File: src/rtl/mux_pkg.sv
// Shared definitions for the 2:1 selector family: select encodings,
// switch-counter type and its saturation limit.
package mux_pkg;

    localparam logic MUX_SEL_I0 = 1'b0;
    localparam logic MUX_SEL_I1 = 1'b1;

    typedef logic [15:0] sw_cnt_t;

    localparam sw_cnt_t SW_CNT_MAX = 16'hFFFF;

    // Saturating increment: holds at SW_CNT_MAX instead of wrapping.
    function automatic sw_cnt_t sw_cnt_inc(input sw_cnt_t cnt);
        sw_cnt_t nxt;
        if (cnt == SW_CNT_MAX) begin
            nxt = cnt;
        end else begin
            nxt = cnt + 16'd1;
        end
        return nxt;
    endfunction

endpackage

File: src/rtl/mux_2_1_comb.sv
// Pure combinational 2:1 selector, parameterised by WIDTH.
// An unknown select produces an all-X output in simulation.
module mux_2_1_comb
    import mux_pkg::*;
#(
    parameter int WIDTH = 1
) (
    input  logic             select,
    input  logic [WIDTH-1:0] i0,
    input  logic [WIDTH-1:0] i1,
    output logic [WIDTH-1:0] y
);

    // Steer i0 or i1 to y; anything other than a clean 0/1 select gives X.
    always_comb begin
        y = 'x;
        case (select)
            MUX_SEL_I0: y = i0;
            MUX_SEL_I1: y = i1;
            default:    y = 'x;
        endcase
    end

endmodule

File: src/rtl/mux_2_1_reg.sv
// 2:1 selector with a zero-latency output y and a one-cycle registered copy
// (y_q, sel_q, y_q_vld). Optional macro MUX_2_1_REG_SWITCH_CNT_EN adds a
// saturating sw_cnt output counting enabled captures whose select differs
// from the previously captured one.
module mux_2_1_reg
    import mux_pkg::*;
#(
    parameter int          WIDTH   = 1,
    parameter logic [63:0] RST_VAL = '0
) (
    input  logic             clk,
    input  logic             rst,
    input  logic             en,
    input  logic             select,
    input  logic [WIDTH-1:0] i0,
    input  logic [WIDTH-1:0] i1,
    output logic [WIDTH-1:0] y,
    output logic [WIDTH-1:0] y_q,
    output logic             y_q_vld,
    output logic             sel_q
`ifdef MUX_2_1_REG_SWITCH_CNT_EN
    ,
    output sw_cnt_t          sw_cnt
`endif
);

    localparam logic [WIDTH-1:0] RST_Q = RST_VAL[WIDTH-1:0];

    mux_2_1_comb #(
        .WIDTH (WIDTH)
    ) u_sel (
        .select (select),
        .i0     (i0),
        .i1     (i1),
        .y      (y)
    );

    // Registered stage: reset wins over en; valid only falls on reset.
    always_ff @(posedge clk) begin
        if (rst) begin
            y_q     <= RST_Q;
            sel_q   <= MUX_SEL_I0;
            y_q_vld <= 1'b0;
        end else if (en) begin
            y_q     <= y;
            sel_q   <= select;
            y_q_vld <= 1'b1;
        end
    end

`ifdef MUX_2_1_REG_SWITCH_CNT_EN
    // Switch counter: y_q_vld low means no capture since reset, so the
    // first capture is never treated as a switch.
    always_ff @(posedge clk) begin
        if (rst) begin
            sw_cnt <= '0;
        end else if (en && y_q_vld && (select != sel_q)) begin
            sw_cnt <= sw_cnt_inc(sw_cnt);
        end
    end
`endif

endmodule

File: config.mk
export PLATFORM = sky130hd
export DESIGN_NAME = mux_2_1_reg
export DESIGN_NICKNAME = d
export VERILOG_FILES = /design/src/rtl/mux_pkg.sv /design/src/rtl/mux_2_1_comb.sv /design/src/rtl/mux_2_1_reg.sv
export SDC_FILE = /design/constraint.sdc
export NUM_CORES = 1
export LEC_CHECK = 0
export ABC_AREA = 1
export CAP_MARGIN = 20
export CORE_AREA = 2 2 39 41
export CTS_CLUSTER_DIAMETER = 150
export DETAILED_ROUTE_END_ITERATION = 10
export DIE_AREA = 0 0 41 43
export GPL_ROUTABILITY_DRIVEN = 0
export PLACE_DENSITY = 0.36
export SYNTH_ARGS = -nofsm -noshare
export SYNTH_HDL_FRONTEND = slang
export SYNTH_SLANG_ARGS = --single-unit
File: constraint.sdc
create_clock -name clk -period 0.8 [get_ports clk]
set_input_delay 0.16 -clock clk [delete_from_list [all_inputs] [get_ports clk]]
set_output_delay 0.16 -clock clk [all_outputs]
set_load 0.02 [all_outputs]
==> results.md, run 1 <==
* Routed Antenna Nets at 0
* Layout Skew at 0 ns
* Vias per cell at around 3.2
* Die area at roughly 1800 sq um
* Layout cell share with drive strength beyond 1 at 50.0%
* Worst-path clk slew at about 0.040 ns
* CTS H-tree depth at 1
* Reg2reg setup slack at roughly 0.070 ns
* Hold path start: en
* Hold depth at 2
* CP Capture Type: output pin
* Final number of hold-violating endpoints at 0
* Yosys reg bits at 3
* Syn_nets at 22
* Int Power at ~420 uW
* Synth Area in Compound Gates at 10.9%
* Post-layout min period at about 0.83 ns
* CTS Sinks at 3
* Post-synthesis simple-gate area fraction at a little under a third
* 1st-iter DRT viols at 0
* WHS Endpoint: sel_q
* CP arrival at around 0.67 ns
* Total CTS buffers at 3
* Worst Path Required at 0.64 ns
* Routed WL at between 300 and 400 um
* Hold_ws at roughly 0.23 ns
* Fmax at 1210 MHz
* Worst Reg-to-Reg Cells at 3
* CP cell instances: buf_6
* Slew Viols, Final at 0
* Nets at between 40 and 50
* Final instance area at 295 sq um
* Clock share of power at 47.5%
* Sw frac at a little under a quarter
* Synthesized cell area at about 120 sq um
* Cell Area, Placed at roughly 230 sq um
* Initial antenna violation count at 0
* XOR/XNOR share of the synthesized area at 0%
* Pin slew with the least headroom to its limit at about 0.17 ns
* Largest delay share family, worst path: flip-flops
* Pleak at 0.158 nW
* Slew margin rel. at between 80 and 90%
* Area growth, synth to finish at 157%
* VDD IR-drop max at approximately 0.00075 V
* Clock Latency Late Sink at 0.23 ns
* # port buffers at 9
* GR Util All Layers at under 10%
* Sequential Power Share at roughly 31%
* YS warnings at 0
* Power per standard cell area at about 1900 nW/um^2
* Dpl cells at roughly 40
* TritonCTS clock tree: yes
* Slowest CP cell: dfxtp_2
* Root Driver: clkbuf_4
* Hold/Removal Path Class: in -> reg
* Avg Cell Area, Syn at 7.19 sq um
* Hold_buf cts at 0
* Reg2reg end: sel_q
* Initial core utilization at 8.32%
* Post-Layout Cell Count at 50
* Post-synth cell types at 7
* Combinational share of power at about a fifth
* First-pass GRT wire length at between 500 and 600 um
* Routed WL per cell at 7.72 um
* DR vias at 161
* Residual DRC at 0
* Ports at 10
* Max-cap violation count at 0
* CP Max Fanout at 2
* DP HPWL at 285 um
* Final Setup Violations at 3
* Worst R2R Start: sel_q
* Die Wd at 41 um
* Number of cells produced by synthesis at 16
* Failing checks: negative setup slack
* Row Count at 14
* N_diodes at 0
* Status: finished, violations left
* Core Footprint at 1380 sq um
* Mux cell area share after synthesis at 0%
* Psw at approximately 130 uW
* RSZ-0062 raised after global routing: yes
* Die Ht at approximately 43 um
* Setup Crit Path Kind: reg -> out
* Vias in the first global route at roughly 150
* Worst Path Buf+Inv at 1
* Max clock buf depth at 2
* Area share of fa/ha/maj cells after synthesis at 0%
* Period Utilization, post-route at 104%
* DR pass1 iterations at 1
* Crit-path max cell delay at about 0.33 ns
* PnR worst setup slack at -0.0299 ns
* Sequential area share after synthesis at about 52%
* Congestion Overflow GR at 0
* Startpoint Class: flip-flop
* Pin count of the biggest net entering global routing at 6
* Main combinational cell family by area after synthesis: simple AND/OR/NAND/NOR gates
[routing by layer]
metal | up-vias | share of wire (%) | wire length (um) | GRT usage [%]
met5 | - | 0 | 0 | 0
met4 | 0 | 1.0 | 4 | 2.00
met3 | 2 | 22 | 83 | 9.95
met2 | 12 | 30 | 115 | 5.00
met1 | 62 | 47 | 182 | 6.39
li1 | 85 | - | - | -
[repair_timing]
action	in CTS	in global routing
gates resized for setup	36	1
pin swaps	3	0
endpoints found under the hold margin	0	0
setup endpoints to repair	5	4
buffers inserted	5	0
[cells by family (layout without fill, tap and decap cells)]
logic type             after synthesis  in the layout
AO/OA/AOI/OAI                        2              2
buffers and inverters                2             20
flip-flops                           3              3
AND/OR/NAND/NOR                      9              9
[through the flow]
step	utilization [%]	power (mW)	setup slack [ns]	setup TNS (ns)
floorplan	-	0.207	0.109	0
finish	21.3	0.546	-0.0299	-0.0760
global placement	16.3	0.267	-0.763	-2.14
detailed placement	16.3	0.268	-0.754	-2.16
CTS	21.2	0.567	-0.0416	-0.119
global route	21.3	0.585	-0.0527	-0.145
[Yosys cell counts (all sizes together)]
master / count / area (sq um)
dfxtp: 3 / 60.1
a21oi: 1 / 5.00
nand3: 1 / 5.00
inv: 2 / 7.51
nand2: 4 / 15.0
o21bai: 1 / 7.51
nor2: 4 / 15.0
[cell type report]
type / count / area [sq um]
clock buffer: 4 / 26.3
fill: 169 / 1090
inverter: 2 / 7.51
multi-input combinational: 11 / 47.5
sequential: 3 / 63.8
tap: 16 / 20.0
timing repair buffer: 14 / 130
[power by group through the flow]
stage	Sequential, mW	Clock [mW]	Combinational [mW]
floorplan	0.182	0	0.0249
global placement	0.169	0	0.0985
detailed placement	0.170	0	0.0984
CTS	0.171	0.279	0.118
global route	0.172	0.288	0.125
finish	0.171	0.259	0.116
[state kept, by name (all words and copies together) (netlist names)]
register / cells
sel_q: 1
y_q: 1
y_q_vld: 1
[placed cells by master (no fill, tap or decap)]
master / n
a21oi_1: 1
buf_2: 1
buf_4: 5
buf_6: 4
clkbuf_1: 1
clkbuf_4: 3
clkdlybuf4s15_1: 2
clkdlybuf4s50_1: 1
dfxtp_2: 3
dlymetal6s2s_1: 1
inv_1: 1
inv_2: 1
nand2_1: 4
nand3_1: 1
nor2_1: 4
o21bai_1: 1
[worst max path at each step]
| stage | startpoint | end | slack, ns | cells past startpoint |
|---|---|---|---|---|
| floorplan | y_q | y_q | 0.11 | 4 |
| global placement | select | y | -0.76 | 5 |
| detailed placement | select | y | -0.75 | 5 |
| CTS | y_q | y_q | -0.04 | 1 |
| global route | y_q_vld | y_q_vld | -0.05 | 1 |
| finish | y_q | y_q | -0.03 | 1 |
[worst register-to-register path, cell delays in order, from the launching register on]
cell	delay, ns
dfxtp_2	0.31
buf_4	0.12
o21bai_1	0.12
a21oi_1	0.05
Power figures use the tool's default switching activity.
==> inputs of run 2 (changes only) <==
--- a/config.mk
+++ b/config.mk
@@ -12,7 +12,8 @@
 export DETAILED_ROUTE_END_ITERATION = 10
 export DIE_AREA = 0 0 41 43
 export GPL_ROUTABILITY_DRIVEN = 0
-export PLACE_DENSITY = 0.36
+export PLACE_DENSITY = 0.42
 export SYNTH_ARGS = -nofsm -noshare
 export SYNTH_HDL_FRONTEND = slang
+export SYNTH_HIERARCHICAL = 1
 export SYNTH_SLANG_ARGS = --single-unit
==> results.md, run 2 <==
* Hold path start: select
* CTS Sinks at 3 (unchanged)
* Largest delay share family, worst path: flip-flops
* Clock share of power at 48.4% (+0.9 points)
* Initial antenna violation count at 0 (unchanged)
* Synthesized cell area at 124 sq um (+7.6%)
* Crit-path max cell delay at 0.32 ns (about the same)
* Sequential area share after synthesis at 48.5% (-3.7 points)
* Row Count at 14 (unchanged)
* Die Ht at 43 um (unchanged)
* Period Utilization, post-route at 104% (+0.62 points)
* Share of Yosys cell area claimed by the top area cell type at 48.5% (-3.7 points)
* Vias per cell at 3.10 (-3.8%)
* Slew margin rel. at 88.0% (-0.61 points)
* Routed Antenna Nets at 0 (unchanged)
* N_diodes at 0 (unchanged)
* Sw frac at 25.0% (+1.6 points)
* Synth Area in Compound Gates at 0% (-11 points)
* CP Max Fanout at 2 (unchanged)
* Failing checks: negative setup slack
* Initial core utilization at 8.95% (+0.63 points)
* Core Footprint at 1380 sq um (unchanged)
* Post-synth cell types at 4 (-3)
* First-pass GRT wire length at 469 um (-19%)
* Most area-consuming cells after synthesis: dfxtp_1, nand2_1, nor2_1
* DR vias at 161 (unchanged)
* GR Util All Layers at 4.71% (-1.1 points)
* XOR/XNOR share of the synthesized area at 0% (unchanged)
* Clock Latency Late Sink at 0.24 ns (about the same)
* Startpoint Class: flip-flop
* Residual DRC at 0 (unchanged)
* Max-cap violation count at 0 (unchanged)
* Final number of hold-violating endpoints at 0 (unchanged)
* Biggest area consumer among synthesized cells: dfxtp_1
* WHS Endpoint: sel_q
* Fmax at 1200 MHz (-0.59%)
* Slowest CP cell: dfxtp_2
* Post-Place Setup Slack at -0.770 ns (-0.0162 ns)
* Congestion Overflow GR at 0 (unchanged)
* Syn_nets at 26 (+18%)
* Final instance area at 293 sq um (-0.85%)
* Cell Area, Placed at 249 sq um (+11%)
* # fillers at 167 (-1.2%)
* Hold/Removal Path Class: in -> reg
* Sequential Power Share at 30.5% (-0.8 points)
* Setup TNS at -0.0875 ns (-0.0115 ns)
* DR pass1 iterations at 1 (unchanged)
* Mux cell area share after synthesis at 0% (unchanged)
* Worst-path clk slew at 0.04 ns (about the same)
* YS warnings at 6 (+6)
* Power per standard cell area at 1910 nW/um^2 (+3.1%)
* Status: finished, violations left
* Most frequent cell after synthesis: nand2_1
* Post-layout util at 21.2% (-0.18 points)
* Yosys reg bits at 3 (unchanged)
* Slew Viols, Final at 0 (unchanged)
* Pin count of the biggest net entering global routing at 6 (unchanged)
* CP arrival at 0.67 ns (about the same)
* Top Registers: sel_q: 1 flops, y_q: 1 flops, y_q_vld: 1 flops
* Setup Crit Path Kind: reg -> out
* Routed WL at 343 um (-11%)
* Main combinational cell family by area after synthesis: simple AND/OR/NAND/NOR gates
* Die area at 1760 sq um (unchanged)
* # port buffers at 9 (unchanged)
* CP Capture Type: output pin
* Area share of fa/ha/maj cells after synthesis at 0% (unchanged)
* Commonest cells after routing, fill and taps aside: nor2_1, nand2_1, buf_6
* Int Power at 419 uW (+0.18%)
* VDD IR-drop max at 0.000378 V (-50%)
* Routed WL per cell at 6.60 um (-15%)
* Layout cell share with drive strength beyond 1 at 44.4% (-5.6 points)
* Number of cells produced by synthesis at 20 (+4)
* RSZ-0062 raised after global routing: yes
* Combinational share of power at 21.2% (about the same)
* PnR worst setup slack at -0.0348 ns (-0.00496 ns)
* EDFF count, synth at 0 (unchanged)
* Reg2reg end: y_q_vld
* Layout Skew at 0 ns (unchanged)
* Vias in the first global route at 141 (-3.4%)
* CP cell instances: buf_6
* Avg Cell Area, Syn at 6.19 sq um (-14%)
* Post-layout min period at 0.835 ns (+0.00496 ns)
* Worst Path Required at 0.64 ns (about the same)
* Worst Path Buf+Inv at 1 (unchanged)
* Dominant synthesized flop cell: dfxtp_1
* Max clock buf depth at 2 (unchanged)
* Hold depth at 6 (+4)
* Reg2reg setup slack at 0.25 ns (+0.18 ns)
* Commonest cells post-synth: nand2_1, nor2_1, inv_1
* Pin slew with the least headroom to its limit at 0.180 ns (+0.00883 ns)
* Nets at 43 (+4.9%)
* Async set or reset register ratio after synthesis at 0% (unchanged)
* 1st-iter DRT viols at 0 (unchanged)
* Register area at 63.8 sq um (unchanged)
* Post-synthesis simple-gate area fraction at 39.4% (+9.0 points)
* CTS H-tree depth at 1 (unchanged)
* Final Setup Violations at 3 (unchanged)
* Total CTS buffers at 3 (unchanged)
* Psw at 140 uW (+9.1%)
* Die Wd at 41 um (unchanged)
* Area growth, synth to finish at 136%
* Ports at 10 (unchanged)
* Area of the multi-input gates at 51.3 sq um (+7.9%)
* TritonCTS clock tree: yes
* Root Driver: clkbuf_4
* Worst Reg-to-Reg Cells at 2 (-1)
* Pleak at 0.152 nW (-3.2%)
* Worst R2R Start: y_q_vld
run 2: cell count changes after synthesis:
| cell | change |
|---|---|
| nand3_1 | -1 |
| nor2_1 | +2 |
| o21bai_1 | -1 |
| a21oi_1 | -1 |
| inv_1 | +2 |
| nand2_1 | +3 |
run 2: how the worst max path moves through the flow:
| stage | startpoint | to | slack (ns) | depth (start not counted) |
|---|---|---|---|---|
| final | sel_q | sel_q | -0.03 | 1 |
| after global routing | sel_q | sel_q | -0.06 | 1 |
| after CTS | sel_q | sel_q | -0.05 | 1 |
| after detailed placement | select | y | -0.77 | 4 |
| after global placement | select | y | -0.76 | 4 |
| after floorplan | select | y_q | 0.13 | 7 |
run 2: logic make-up after synthesis:
logic type / Yosys count
AND/OR/NAND/NOR: 13
buffers and inverters: 4
flip-flops: 3
run 2: area by class of cell:
type                    instances  share of cell area, %
inverters                       4                   5.13
multi-input cells              13                   17.5
flip-flops and latches          3                   21.8
well taps                      16                   6.84
clock buffers                   4                   8.97
repair buffers                 12                   39.7
run 2: power groups by stage:
stage | Clock [mW] | Sequential [mW] | Combinational [mW]
floorplan | 0 | 0.182 | 0.0273
global placement | 0 | 0.169 | 0.110
detailed placement | 0 | 0.169 | 0.110
CTS | 0.288 | 0.170 | 0.115
global route | 0.293 | 0.171 | 0.128
finish | 0.270 | 0.170 | 0.118
run 2: through the flow:
step | cells | hold slack, ns | power (mW)
2_1_floorplan | 20 | 0.232 | 0.209
3_3_place_gp | 47 | 0.459 | 0.278
3_5_place_dp | 47 | 0.468 | 0.278
4_1_cts | 52 | 0.342 | 0.573
5_1_grt | 52 | 0.373 | 0.592
6_report | 52 | 0.344 | 0.559
run 2: metal layers:
metal,share of wire [%],vias up,global-route usage [%]
li1,-,88,-
met1,41,68,4.47
met2,48,5,4.69
met3,10,0,4.71
met4,0,0,6.00
met5,0,-,0
run 2: repair_timing:
item | in CTS | in global routing
endpoints found under the setup margin | 5 | 5
resized for setup | 34 | 4
hold buffers | 0 | 0
gates cloned | 0 | 0
setup buffers | 1 | 0
pin swaps | 2 | 4
==> inputs of run 3 (changes only) <==
--- a/config.mk
+++ b/config.mk
@@ -8,7 +8,7 @@
 export ABC_AREA = 1
 export CAP_MARGIN = 20
 export CORE_AREA = 2 2 39 41
-export CTS_CLUSTER_DIAMETER = 150
+export CTS_BUF_LIST = sky130_fd_sc_hd__clkbuf_2
 export DETAILED_ROUTE_END_ITERATION = 10
 export DIE_AREA = 0 0 41 43
 export GPL_ROUTABILITY_DRIVEN = 0
==> results.md, run 3 (synthesis results as in run 2) <==
* Total CTS buffers at 3 (unchanged)
* Cell Area, Placed at 249 sq um (unchanged)
* GR Util All Layers at 4.71% (unchanged)
* RSZ-0062 raised after global routing: yes
* Max-cap violation count at 0 (unchanged)
* # fillers at 163 (-2.4%)
* Nets at 43 (unchanged)
* Die Wd at 41 um (unchanged)
* Crit-path max cell delay at 0.33 ns (about the same)
* Row Count at 14 (unchanged)
* Vias per cell at 3.06 (-1.2%)
* Layout Skew at 0 ns (unchanged)
* Commonest cells after routing, fill and taps aside: nor2_1, nand2_1, buf_6
* Pleak at 0.155 nW (+1.9%)
* Worst-path clk slew at 0.05 ns (about the same)
* Slew margin rel. at 87.9% (about the same)
* Core Footprint at 1380 sq um (unchanged)
* CP Max Fanout at 2 (unchanged)
* Initial antenna violation count at 0 (unchanged)
* Final Setup Violations at 2 (-1)
* Slew Viols, Final at 0 (unchanged)
* # port buffers at 9 (unchanged)
* Initial core utilization at 8.95% (unchanged)
* CP Capture Type: output pin
* CTS H-tree depth at 1 (unchanged)
* Vias in the first global route at 141 (unchanged)
* Worst Path Required at 0.64 ns (about the same)
* Fmax at 1230 MHz (+2.7%)
* Pwr Total at 504 uW (-9.7%)
* Final number of hold-violating endpoints at 0 (unchanged)
* Worst Path Buf+Inv at 1 (unchanged)
* Period Utilization, post-route at 102% (-2.7 points)
* Pin slew with the least headroom to its limit at 0.181 ns (+0.000857 ns)
* Power per standard cell area at 1760 nW/um^2 (-7.8%)
* Die area at 1760 sq um (unchanged)
* N_diodes at 0 (unchanged)
* CTS Sinks at 3 (unchanged)
* VDD IR-drop max at 0.000436 V (+15%)
* CP cell instances: buf_6
* CP arrival at 0.65 ns (-0.02 ns)
* Setup Crit Path Kind: reg -> out
* Area growth, synth to finish at 131%
* Failing checks: negative setup slack
* Final instance area at 287 sq um (-2.1%)
* Clock Latency Late Sink at 0.21 ns (-0.03 ns)
* Root Driver: clkbuf_2
* DR vias at 159 (-1.2%)
* Hold/Removal Path Class: in -> reg
* Startpoint Class: flip-flop
* Routed WL at 351 um (+2.3%)
* Slowest CP cell: dfxtp_2
* TritonCTS clock tree: yes
* Congestion Overflow GR at 0 (unchanged)
* Residual DRC at 0 (unchanged)
* Routed Antenna Nets at 0 (unchanged)
* Largest delay share family, worst path: flip-flops
* Max clock buf depth at 2 (unchanged)
* Post-layout min period at 0.813 ns (-0.0219 ns)
* DR pass1 iterations at 1 (unchanged)
* Routed WL per cell at 6.75 um (+2.3%)
* Ports at 10 (unchanged)
* Die Ht at 43 um (unchanged)
* First-pass GRT wire length at 469 um (unchanged)
* PnR worst setup slack at -0.0129 ns (+0.0219 ns)
* Pin count of the biggest net entering global routing at 6 (unchanged)
* Layout cell share with drive strength beyond 1 at 44.4% (unchanged)
* Hold_buf cts at 0 (unchanged)
* Status: finished, violations left
* 1st-iter DRT viols at 0 (unchanged)
* Top Registers: sel_q: 1 flops, y_q: 1 flops, y_q_vld: 1 flops
-- run 3: cell counts in the layout (fill, tap and decap cells not counted) --
No cell type changed its count.
-- run 3: worst paths after layout --
path                            slack (ns)  startpoint  cells after the start  endpoint
worst min register to register        0.48     y_q_vld                      2   y_q_vld
worst min-delay path                  0.37      select                      6     sel_q
worst max-delay path                 -0.01       sel_q                      1     sel_q
worst max register to register        0.24     y_q_vld                      2   y_q_vld
-- run 3: power breakdown --
group / internal [mW] / switching, mW / total [mW]
Sequential: 0.163 / 0.00699 / 0.170
Clock: 0.132 / 0.0850 / 0.217
Combinational: 0.0680 / 0.0494 / 0.117
-- run 3: what timing repair did --
action	CTS	global route
gates resized for setup	34	3
setup buffers	1	0
endpoints found under the setup margin	6	5
gates cloned	0	0
pin swaps	2	3
-- run 3: area by class of cell --
| type | instances | area, sq um | area share, % |
|---|---|---|---|
| inverter | 4 | 15.0 | 5.24 |
| sequential | 3 | 63.8 | 22.3 |
| multi-input combinational | 13 | 51.3 | 17.9 |
| clock buffer | 4 | 20.0 | 6.99 |
| timing repair buffer | 12 | 116 | 40.6 |
| tap | 16 | 20.0 | 6.99 |
-- run 3: metal layers --
layer	share of wire [%]	global-route usage, %	up-vias	wire [um]
li1	-	-	87	-
met1	40	4.47	67	142
met2	49	4.69	5	171
met3	10	4.71	0	36
met4	0	6.00	0	0
met5	0	0	-	0
-- run 3: per-stage QoR --
step	setup TNS (ns)	setup WS [ns]	hold WS (ns)	cells	util, %
4_1_cts	-0.0759	-0.0336	0.360	52	20.3
5_1_grt	-0.0979	-0.0426	0.389	52	20.7
3_5_place_dp	-2.38	-0.770	0.468	47	18.0
2_1_floorplan	0	0.127	0.232	20	-
3_3_place_gp	-2.37	-0.763	0.459	47	18.0
6_report	-0.0211	-0.0129	0.369	52	20.7
